$ cat config.mk
export PLATFORM = sky130hd
export DESIGN_NAME = piso_serializer
export DESIGN_NICKNAME = d
export VERILOG_FILES = /design/src/rtl/piso_serializer.sv
export SDC_FILE = /design/constraint.sdc
export NUM_CORES = 1
export LEC_CHECK = 0
export BUFFER_PORTS_ARGS = -buffer_cell sky130_fd_sc_hd__buf_2
export CORE_MARGIN = 4
export CORE_UTILIZATION = 48
export CTS_CLUSTER_DIAMETER = 60
export CTS_CLUSTER_SIZE = 16
export DETAILED_ROUTE_END_ITERATION = 10
export PLACE_DENSITY = 0.8
export SLEW_MARGIN = 20
export SYNTH_ARGS = -nofsm -noshare
export SYNTH_HDL_FRONTEND = slang
export SYNTH_SLANG_ARGS = --single-unit
export TNS_END_PERCENT = 20
$ cat constraint.sdc
create_clock -name clk -period 1.7 [get_ports clk]
set_input_delay 0.17 -clock clk [delete_from_list [all_inputs] [get_ports clk]]
set_output_delay 0.17 -clock clk [all_outputs]
set_load 0.01 [all_outputs]
$ cat src/rtl/piso_serializer.sv
// Parallel-in/serial-out stage: accepts a word over valid/ready, emits it one bit
// per clock with a frame qualifier, optional even parity and an idle gap afterwards.
module piso_serializer #(
    parameter int WIDTH      = 8,
    parameter int MSB_FIRST  = 0,
    parameter int PARITY_EN  = 0,
    parameter int GAP_CYCLES = 2
) (
    input  logic             clk,
    input  logic             reset,
    input  logic [WIDTH-1:0] in_data,
    input  logic             in_valid,
    output logic             in_ready,
    output logic             data_out,
    output logic             frame,
    output logic             done
);

    localparam int N     = WIDTH + ((PARITY_EN != 0) ? 1 : 0);
    localparam int CNT_W = $clog2(N);
    localparam int GAP_W = (GAP_CYCLES > 1) ? $clog2(GAP_CYCLES) : 1;

    typedef enum logic [1:0] {
        IDLE  = 2'd0,
        SHIFT = 2'd1,
        GAP   = 2'd2
    } state_t;

    state_t           state_q;
    logic [N-1:0]     sreg_q;
    logic [CNT_W-1:0] bit_cnt_q;
    logic [GAP_W-1:0] gap_cnt_q;
    logic             in_ready_q;
    logic             data_out_q;
    logic             frame_q;
    logic             done_q;
    logic [N-1:0]     word_d;

    // Reorders the word into transmit order (bit 0 goes out first) and appends parity.
    function automatic logic [N-1:0] order_bits(input logic [WIDTH-1:0] w);
        logic [N-1:0] v;
        v = '0;
        for (int j = 0; j < WIDTH; j++) begin
            v[j] = (MSB_FIRST != 0) ? w[WIDTH-1-j] : w[j];
        end
        if (PARITY_EN != 0) begin
            v[N-1] = ^w;
        end
        return v;
    endfunction

    always_comb begin
        word_d = order_bits(in_data);
    end

    always_ff @(posedge clk or posedge reset) begin
        if (reset) begin
            state_q    <= IDLE;
            sreg_q     <= '0;
            bit_cnt_q  <= '0;
            gap_cnt_q  <= '0;
            in_ready_q <= 1'b0;
            data_out_q <= 1'b0;
            frame_q    <= 1'b0;
            done_q     <= 1'b0;
        end else begin
            case (state_q)
                IDLE: begin
                    in_ready_q <= 1'b1;
                    done_q     <= 1'b0;
                    if (in_valid && in_ready_q) begin
                        state_q    <= SHIFT;
                        in_ready_q <= 1'b0;
                        frame_q    <= 1'b1;
                        data_out_q <= word_d[0];
                        sreg_q     <= word_d >> 1;
                        bit_cnt_q  <= CNT_W'(N - 1);
                    end
                end
                SHIFT: begin
                    if (bit_cnt_q == '0) begin
                        frame_q    <= 1'b0;
                        data_out_q <= 1'b0;
                        done_q     <= 1'b1;
                        if (GAP_CYCLES == 0) begin
                            state_q    <= IDLE;
                            in_ready_q <= 1'b1;
                        end else begin
                            state_q   <= GAP;
                            gap_cnt_q <= GAP_W'(GAP_CYCLES - 1);
                        end
                    end else begin
                        data_out_q <= sreg_q[0];
                        sreg_q     <= sreg_q >> 1;
                        bit_cnt_q  <= bit_cnt_q - CNT_W'(1);
                    end
                end
                GAP: begin
                    done_q <= 1'b0;
                    if (gap_cnt_q == '0) begin
                        state_q    <= IDLE;
                        in_ready_q <= 1'b1;
                    end else begin
                        gap_cnt_q <= gap_cnt_q - GAP_W'(1);
                    end
                end
                default: begin
                    state_q    <= IDLE;
                    in_ready_q <= 1'b0;
                    frame_q    <= 1'b0;
                    data_out_q <= 1'b0;
                    done_q     <= 1'b0;
                end
            endcase
        end
    end

    assign in_ready = in_ready_q;
    assign data_out = data_out_q;
    assign frame    = frame_q;
    assign done     = done_q;

endmodule
Yosys cells after proc, flatten, opt, wreduce, memory -nomap -nowiden
Index checks and enable logic that the tools add are counted.
Widths: inputs -> output; s select.

cells by class
  equality and inequality tests = 6
  bitwise operators = 2
  reductions and logical operators = 11
  mux-type cells = 23
  add/subtract/negate cells = 2

operator list
  operator             count
  $mux 8               2
  $pmux 8 s2           1
  $mux 1               9
  $pmux 1 s3           3
  $reduce_and 3->1     3
  $ne 2x2->1 const B   4
  $mux 2               3
  $mux 3               2
  $pmux 2 s3           1
  $pmux 3 s2           1
  $reduce_and 2->1     3
  $reduce_bool 2->1    2
  $logic_not 3->1      1
  $sub 3x1->3 const B  1
  $eq 2x1->1 const B   1
  $eq 2x2->1 const B   1
  $logic_not 2->1      1
  $not 1->1            2
  $pmux 1 s2           1
  $logic_and 1x1->1    1
  $sub 1x1->1 const B  1

word-level totals
  bits in registers = 18
  output and inout bits = 4
  logic and storage cells = 52
  input bits = 11

Longest topological paths before layout
Gate-level depths: netlist of the first run.

  depth in word-level cells = 3
  mapped depth = 6
  mapped depth without buffers = 6

Worst setup path after synthesis of the first run
No wires, ideal clock.

  path type = reg2reg
  start = register bit_cnt_q[0]
  end = register bit_cnt_q[1]
  arrival = 1.589 ns
  path buffers = 0
  stages on the path, launching flop included = 7
  period minus slack after synthesis = 1.713 ns
  data required time = 1.575 ns
  library setup time = 0.125 ns
  setup slack = -0.013 ns
  path through = dfrtp_1 > inv_1 > ha_1 > ha_1 > nand2b_1 > o22ai_4 > mux2_2

on the way
  cells in the longest elaborated chain, start to end = 3
  elaborated cells between the ends (all ways) = 6
  those cells by class = add/sub: 1; eq/ne: 1; mux: 2; reduce/logical: 2

RTL lines
  item                                            RTL line  source
  start, declared                                 31        logic [CNT_W-1:0] bit_cnt_q;
  start signal, assigned                          77        bit_cnt_q <= CNT_W'(N - 1);
  start signal, assigned                          95        bit_cnt_q <= bit_cnt_q - CNT_W'(1);
  $sub 3x1->3 or $logic_not 3->1 (tied branches)  95, 81
  $mux 3 or $ne 2x2->1 (tied branches)            -
  $pmux 3 s2 or $reduce_and 3->1 (tied branches)  -

Several ways; a longest one is shown, not always the timed one. The select of a mux whose other input is x is not followed.
A chain may end at the register's enable or synchronous reset.

Worst setup path in the final report of the first run
  start = register bit_cnt_q[0]
  end = register bit_cnt_q[2]

The elaborated chain is that of the path after synthesis.

==> metrics.cfg, run 1 <==
[global_route]
antenna_found_initial=0
grt_most_used_layer=met2
grt_max_degree=18
grt_util_all_layers_pct=15.2
gr-usage-met3_pct=3.79
gr-total-overflow=0
grt.met2_usage_pct=25.8
grt_pass1_vias=651
grt_pass1_wl_um=2890
grt_util_met1_pct=16.9

[power_and_ir_drop]
p_leak_nw=0.565
switching_share_pct=33.0
intPower_mw=1.34
seqPwrFrac_pct=33.7
irDropWorstVdd_v=0.000924
switching_power_mw=0.660
combPwrFrac_pct=55.4
p_clk_share_pct=10.9
p_per_area_nw_per_um2=1770
finalPower_mw=2.00

[clocking]
cts_sinks=17
cts_root_buf=clkbuf_4
cts_max_level=1
clk_pin_slew_worst_paths_ns=0.09
cts_buffers=3
clk_path_buf_depth=2
cts_tree=built
clock_latency_ns=0.29

[finish]
mostFrequentLayoutCells=dfrtp_1 (17), buf_2 (14), mux2_4 (9)
n_antenna_cell=0
nets=111
n_fill_cell=150
finalCoreUtilization_pct=64.8
synthToLayoutAreaGrowth_pct=27.1
layout_commonest_cell=dfrtp_1
drive_above_1_share_pct=47.4

[critical_path]
worst-path-buf-inv=3
reg2regPathDepth=8
ff2ff_setup_slack_ns=0.04
slowest_stage=dfrtp_1
cp_max_fo=4
r2r_start=bit_cnt_q[0]$_DFFE_PP0P_
critPathCaptureType=flip-flop
r2r-end=bit_cnt_q[2]$_DFFE_PP0P_
crit_type=flip-flop to flip-flop
path_common_cell=ha_4
start_kind=flip-flop
cp_cell_sequence=inv_2, ha_4, ha_4, nand2b_4, o22ai_4, buf_6, buf_16, mux2_2
critical_path.top_delay_family=flip-flops
max_stage_delay_ns=0.37
cp.required_ns=1.88
cp.arrival_ns=1.84

[routing]
wire_per_inst_um=13.1
dr_total_vias=612
dr.pass1.iters=1
vias_per_cell=5.02
drc_errors=0
ant_nets=0
drtIter0Drc=0
finalWirelength_um=1600

[die]
initial_core_util_pct=51.0
coreArea_sq_um=1750
pin_count=15
die_w_um=51.1
dieArea_sq_um=2610
dieHeight_um=51.1
rows=15

[synth]
ys_seq_elements=17
synthArstFlopShare_pct=100
syn_nets=87
synth_area_sq_um=890
synth-main-ff-cell=dfrtp_1
seq_area_frac_synth_pct=47.8
avgSynthCellArea_sq_um=12.0
synth_edf_count=0
yosys_warnings=0
synthCells=74
ys_types=25

[worst_hold_path]
min_delay_path_depth=3
hold-path-endpoint=data_out$_DFFE_PP0P_
hold_path_class=input port to flip-flop
hold_path.startpoint=in_data[0]

[placement]
hpwl_um=1080
port_buffers=14
place_congestion=0.744

[sta]
worst_slew_pin_slew_ns=0.641
fmax_mhz=603
max_slew_margin_pct=57.2
clock_skew_ns=0.00745
post-route-min-period_ns=1.66
rsz0062_at_grt=yes
setup_viol=0
finalHoldViolCount=0
finalMaxSlewViolations=0
post-route-period-util_pct=97.6

[flow_run]
max_cap_violations=0

[status]
status=complete, no violations

-- timing repair --
item	4_1_cts	5_1_grt
resized for setup	7	5
endpoints found under the hold margin	17	0
cloned	1	0
hold buffers	1	0
setup endpoints to repair	8	8
setup buffers	4	0
pin swaps	2	2
-- cell type report --
| cell class | instances | area [sq um] | area share, % |
|---|---|---|---|
| clock buffer | 4 | 26.3 | 2.32 |
| inverter | 7 | 26.3 | 2.32 |
| multi-input combinational | 47 | 462 | 40.8 |
| sequential | 17 | 425 | 37.6 |
| tap | 25 | 31.3 | 2.77 |
| timing repair buffer | 22 | 160 | 14.2 |
-- tightest hold or removal path, cell delays in order --
cell and delay [ns]:
buf_2 0.07, mux2i_1 0.05, o21ai_0 0.13
-- power groups by stage --
stage,Sequential [mW],Clock (mW),Combinational (mW)
detailed placement,0.678,0,0.842
CTS,0.667,0.225,1.11
finish,0.673,0.217,1.11
global placement,0.671,0,0.810
floorplan,0.686,0,0.671
global route,0.692,0.247,1.20
-- stage by stage --
stage	area, sq um	hold slack, ns	std cells	setup slack (ns)	TNS, ns
after floorplan	890	0.0961	74	0.0175	0
after global placement	993	0.278	113	0.0246	0
after detailed placement	993	0.289	113	-0.0436	-0.281
after CTS	1130	0.164	123	0.0101	0
after global routing	1130	0.174	122	-0.0297	-0.0842
final	1130	0.170	122	0.0416	0
-- cell usage after synthesis, types with 2 or more instances --
| master | instances | area (sq um) |
|---|---|---|
| a21oi_1 | 3 | 15.0 |
| dfrtp_1 | 17 | 425 |
| ha_1 | 2 | 25.0 |
| inv_1 | 7 | 26.3 |
| mux2_2 | 9 | 101 |
| mux2_4 | 6 | 90.1 |
| nand2_1 | 5 | 18.8 |
| nor2_1 | 3 | 11.3 |
| o21ai_0 | 6 | 30.0 |
-- routing by layer --
layer  routed length, um  vias to the layer above
met4                  31                        0
met2                 789                       16
met3                  78                        3
met5                   0                        -
li1                    -                      303
met1                 703                      290
-- flip-flops by register name (all words and copies together) (netlist names) --
register	cells
bit_cnt_q	3
sreg_q	7
data_out	1
state_q	2
done	1
in_ready	1
gap_cnt_q	1
frame	1
-- cell families after synthesis --
family                   share of synthesized area (%)
AO/OA/AOI/OAI                                     12.4
adder cells (fa/ha/maj)                           2.81
buffers and inverters                             5.20
flip-flops                                        47.8
multiplexers                                      22.6
AND/OR/NAND/NOR                                   9.14
-- worst max-delay path by stage --
stage	start	to	slack, ns	cells past startpoint
floorplan	bit_cnt_q[0]$_DFFE_PP0P_	bit_cnt_q[1]$_DFFE_PP0P_	0.02	6
global placement	bit_cnt_q[0]$_DFFE_PP0P_	sreg_q[5]$_DFFE_PP0P_	0.02	6
detailed placement	bit_cnt_q[0]$_DFFE_PP0P_	sreg_q[4]$_DFFE_PP0P_	-0.04	6
CTS	bit_cnt_q[0]$_DFFE_PP0P_	sreg_q[4]$_DFFE_PP0P_	0.01	8
global route	bit_cnt_q[0]$_DFFE_PP0P_	sreg_q[0]$_DFFE_PP0P_	-0.03	8
finish	bit_cnt_q[0]$_DFFE_PP0P_	bit_cnt_q[2]$_DFFE_PP0P_	0.04	8
Power figures use the tool's default switching activity.
==> inputs of run 2 (changes only) <==
--- a/config.mk
+++ b/config.mk
@@ -6,12 +6,14 @@
 export NUM_CORES = 1
 export LEC_CHECK = 0
 export BUFFER_PORTS_ARGS = -buffer_cell sky130_fd_sc_hd__buf_2
+export CELL_PAD_IN_SITES_DETAIL_PLACEMENT = 0
+export CELL_PAD_IN_SITES_GLOBAL_PLACEMENT = 1
 export CORE_MARGIN = 4
-export CORE_UTILIZATION = 48
+export CORE_UTILIZATION = 38
 export CTS_CLUSTER_DIAMETER = 60
 export CTS_CLUSTER_SIZE = 16
 export DETAILED_ROUTE_END_ITERATION = 10
-export PLACE_DENSITY = 0.8
+export PLACE_DENSITY = 0.79
 export SLEW_MARGIN = 20
 export SYNTH_ARGS = -nofsm -noshare
 export SYNTH_HDL_FRONTEND = slang
==> run 2 against run 1 <==
  * Non-clock buffer count shrank 3
  * Largest power group unchanged
  * Critical endpoint unchanged
  * Register-to-register slack gained 0.05 ns
  * Largest cell class unchanged
  * Count of clock-buffer cells in the layout down 1
==> metrics.cfg, run 2 (synthesis gave the netlist of run 1 again) <==
[sta]
max_slew_margin_pct=54.3  ; -3.0 points
post-route-period-util_pct=94.7  ; -2.8 points
rsz0062_at_grt=no
setup_viol=0  ; unchanged
worst_slew_pin_slew_ns=0.685  ; +0.0443 ns
post-route-min-period_ns=1.61  ; -0.0478 ns
finalMaxSlewViolations=0  ; unchanged
finalHoldViolCount=0  ; unchanged
setup_tns_ns=0  ; unchanged
fmax_mhz=621  ; +3.0%
clock_skew_ns=0.00341  ; -0.00404 ns
worst_slack_ns=0.0894  ; +0.0478 ns

[worst_hold_path]
min_delay_path_depth=3  ; unchanged
hold-path-endpoint=data_out$_DFFE_PP0P_
hold_path_class=input port to flip-flop
hold_path.startpoint=in_data[0]

[clocking]
clock_latency_ns=0.30  ; about the same
cts_max_level=1  ; unchanged
cts_root_buf=clkbuf_4
cts_sinks=17  ; unchanged
cts_tree=built
cts_buffers=3  ; unchanged
clk_pin_slew_worst_paths_ns=0.11  ; +0.02 ns
cts_setup_buffers=0  ; -4
clk_path_buf_depth=2  ; unchanged

[critical_path]
cp_max_fo=5  ; +1
cp.arrival_ns=1.81  ; -0.03 ns
r2r-end=bit_cnt_q[2]$_DFFE_PP0P_
critPathCaptureType=flip-flop
reg2regPathDepth=6  ; -2
crit_type=flip-flop to flip-flop
ff2ff_setup_slack_ns=0.09  ; +0.05 ns
cp_cell_sequence=inv_1, ha_2, ha_2, nand2b_4, o22ai_4, mux2_4
start_kind=flip-flop
path_common_cell=ha_2
slowest_stage=dfrtp_1
max_stage_delay_ns=0.37  ; about the same
r2r_start=bit_cnt_q[0]$_DFFE_PP0P_
cp.required_ns=1.90  ; +0.02 ns

[finish]
largest_register_ffs=7  ; unchanged
layout_commonest_cell=dfrtp_1
mostFrequentLayoutCells=dfrtp_1 (17), buf_2 (14), mux2_4 (11), inv_1 (7), o21ai_0 (6)
n_antenna_cell=0  ; unchanged
largest_register=sreg_q
nets=109  ; -1.8%
finalCoreUtilization_pct=49.4  ; -15 points
fin_area_sq_um=1090  ; -3.3%
synthToLayoutAreaGrowth_pct=22.9
drive_above_1_share_pct=46.3  ; -1.1 points
reg.largest.list=sreg_q (7), bit_cnt_q (3), state_q (2)

[routing]
dr_total_vias=605  ; -1.1%
vias_per_cell=4.92  ; -1.9%
drc_errors=0  ; unchanged
wire_per_inst_um=13.6  ; +3.6%
drtIter0Drc=4  ; +4
finalWirelength_um=1670  ; +4.4%
ant_nets=0  ; unchanged
dr.pass1.iters=2  ; +1

[die]
pin_count=15  ; unchanged
dieArea_sq_um=3180  ; +22%
rows=17  ; +2
die_w_um=56.4  ; +10%
initial_core_util_pct=40.2  ; -11 points
dieHeight_um=56.4  ; +10%
coreArea_sq_um=2210  ; +27%

[global_route]
grt_pass1_vias=646  ; -0.77%
grt_util_all_layers_pct=12.2  ; -3.1 points
antenna_found_initial=0  ; unchanged
gr-total-overflow=0  ; unchanged
grt_pass1_wl_um=2930  ; +1.2%
grt_max_degree=18  ; unchanged

[placement]
dpl_cell_area_sq_um=1000  ; +1.1%
hpwl_um=1170  ; +8.8%
port_buffers=14  ; unchanged
place_congestion=0.728  ; -2.2%
dp_slack_ns=-0.0284  ; +0.0153 ns

[power_and_ir_drop]
irDropWorstVdd_v=0.000770  ; -17%
p_leak_nw=0.555  ; -1.8%
finalPower_mw=1.89  ; -5.2%
p_per_area_nw_per_um2=1730  ; -2.0%

[status]
status=complete, no violations

[flow_run]
max_cap_violations=0  ; unchanged

## run 2: cell count changes in the layout (fill, tap and decap cells not counted), moves of 2 or more
cell | before | now
buf_6 | 2 | 0
ha_2 | 0 | 2
ha_4 | 2 | 0
mux2_2 | 6 | 4
mux2_4 | 9 | 11
## run 2: worst max-delay path by stage
stage | startpoint | endpoint | slack (ns) | depth (start not counted)
after floorplan | bit_cnt_q[0]$_DFFE_PP0P_ | bit_cnt_q[1]$_DFFE_PP0P_ | 0.02 | 6
after global placement | bit_cnt_q[0]$_DFFE_PP0P_ | sreg_q[5]$_DFFE_PP0P_ | 0.02 | 6
after detailed placement | bit_cnt_q[0]$_DFFE_PP0P_ | sreg_q[2]$_DFFE_PP0P_ | -0.03 | 6
after CTS | bit_cnt_q[0]$_DFFE_PP0P_ | sreg_q[2]$_DFFE_PP0P_ | 0.02 | 6
after global routing | bit_cnt_q[0]$_DFFE_PP0P_ | sreg_q[5]$_DFFE_PP0P_ | 0.01 | 6
final | bit_cnt_q[0]$_DFFE_PP0P_ | bit_cnt_q[2]$_DFFE_PP0P_ | 0.09 | 6
## run 2: stage by stage
| stage | hold slack [ns] | cells |
|---|---|---|
| 3_3_place_gp | 0.293 | 117 |
| 2_1_floorplan | 0.0961 | 74 |
| 5_1_grt | 0.179 | 123 |
| 3_5_place_dp | 0.308 | 117 |
| 6_report | 0.148 | 123 |
| 4_1_cts | 0.146 | 123 |
## run 2: final cells by class
class,instances,area [sq um]
clock buffers,3,22.5
clock inverters,1,5.00
fillers,216,1120
inverters,7,26.3
multi-input cells,48,469
flip-flops and latches,17,425
well taps,28,35.0
repair buffers,19,110
## run 2: what timing repair did
action | in CTS | in global routing
hold buffers | 1 | 0
pin swaps | 1 | 1
setup endpoints to repair | 8 | 8
gates resized for setup | 1 | 8
gates cloned | 1 | 0
hold endpoints to repair | 17 | 0
## run 2: power by group
| part | leakage [nW] | switching [mW] | total (mW) | internal [mW] |
|---|---|---|---|---|
| Sequential | 0.199 | 0.103 | 0.671 | 0.568 |
| Clock | 0.0177 | 0.146 | 0.234 | 0.0879 |
| Combinational | 0.338 | 0.409 | 0.988 | 0.579 |
| Total | 0.555 | 0.657 | 1.89 | 1.24 |
## run 2: worst max-delay path, delay by kind of cell, from the launching register on
family / cells / cell delay, ns
AOI/OAI and AO/OA: 1 / 0.23
adders and majority gates: 2 / 0.35
buffers and inverters: 1 / 0.06
DFF: 1 / 0.37
muxes: 1 / 0.33
and+or+nand+nor: 1 / 0.16
## run 2: metal layers
metal / part of all wire (%) / wire [um] / track usage (%) / vias up
met2: 47 / 784 / 20.0 / 17
li1: - / - / - / 299
met4: 1.7 / 29 / 5.08 / 0
met3: 7.1 / 118 / 4.83 / 4
met1: 44 / 740 / 13.9 / 285
met5: 0 / 0 / 0 / -
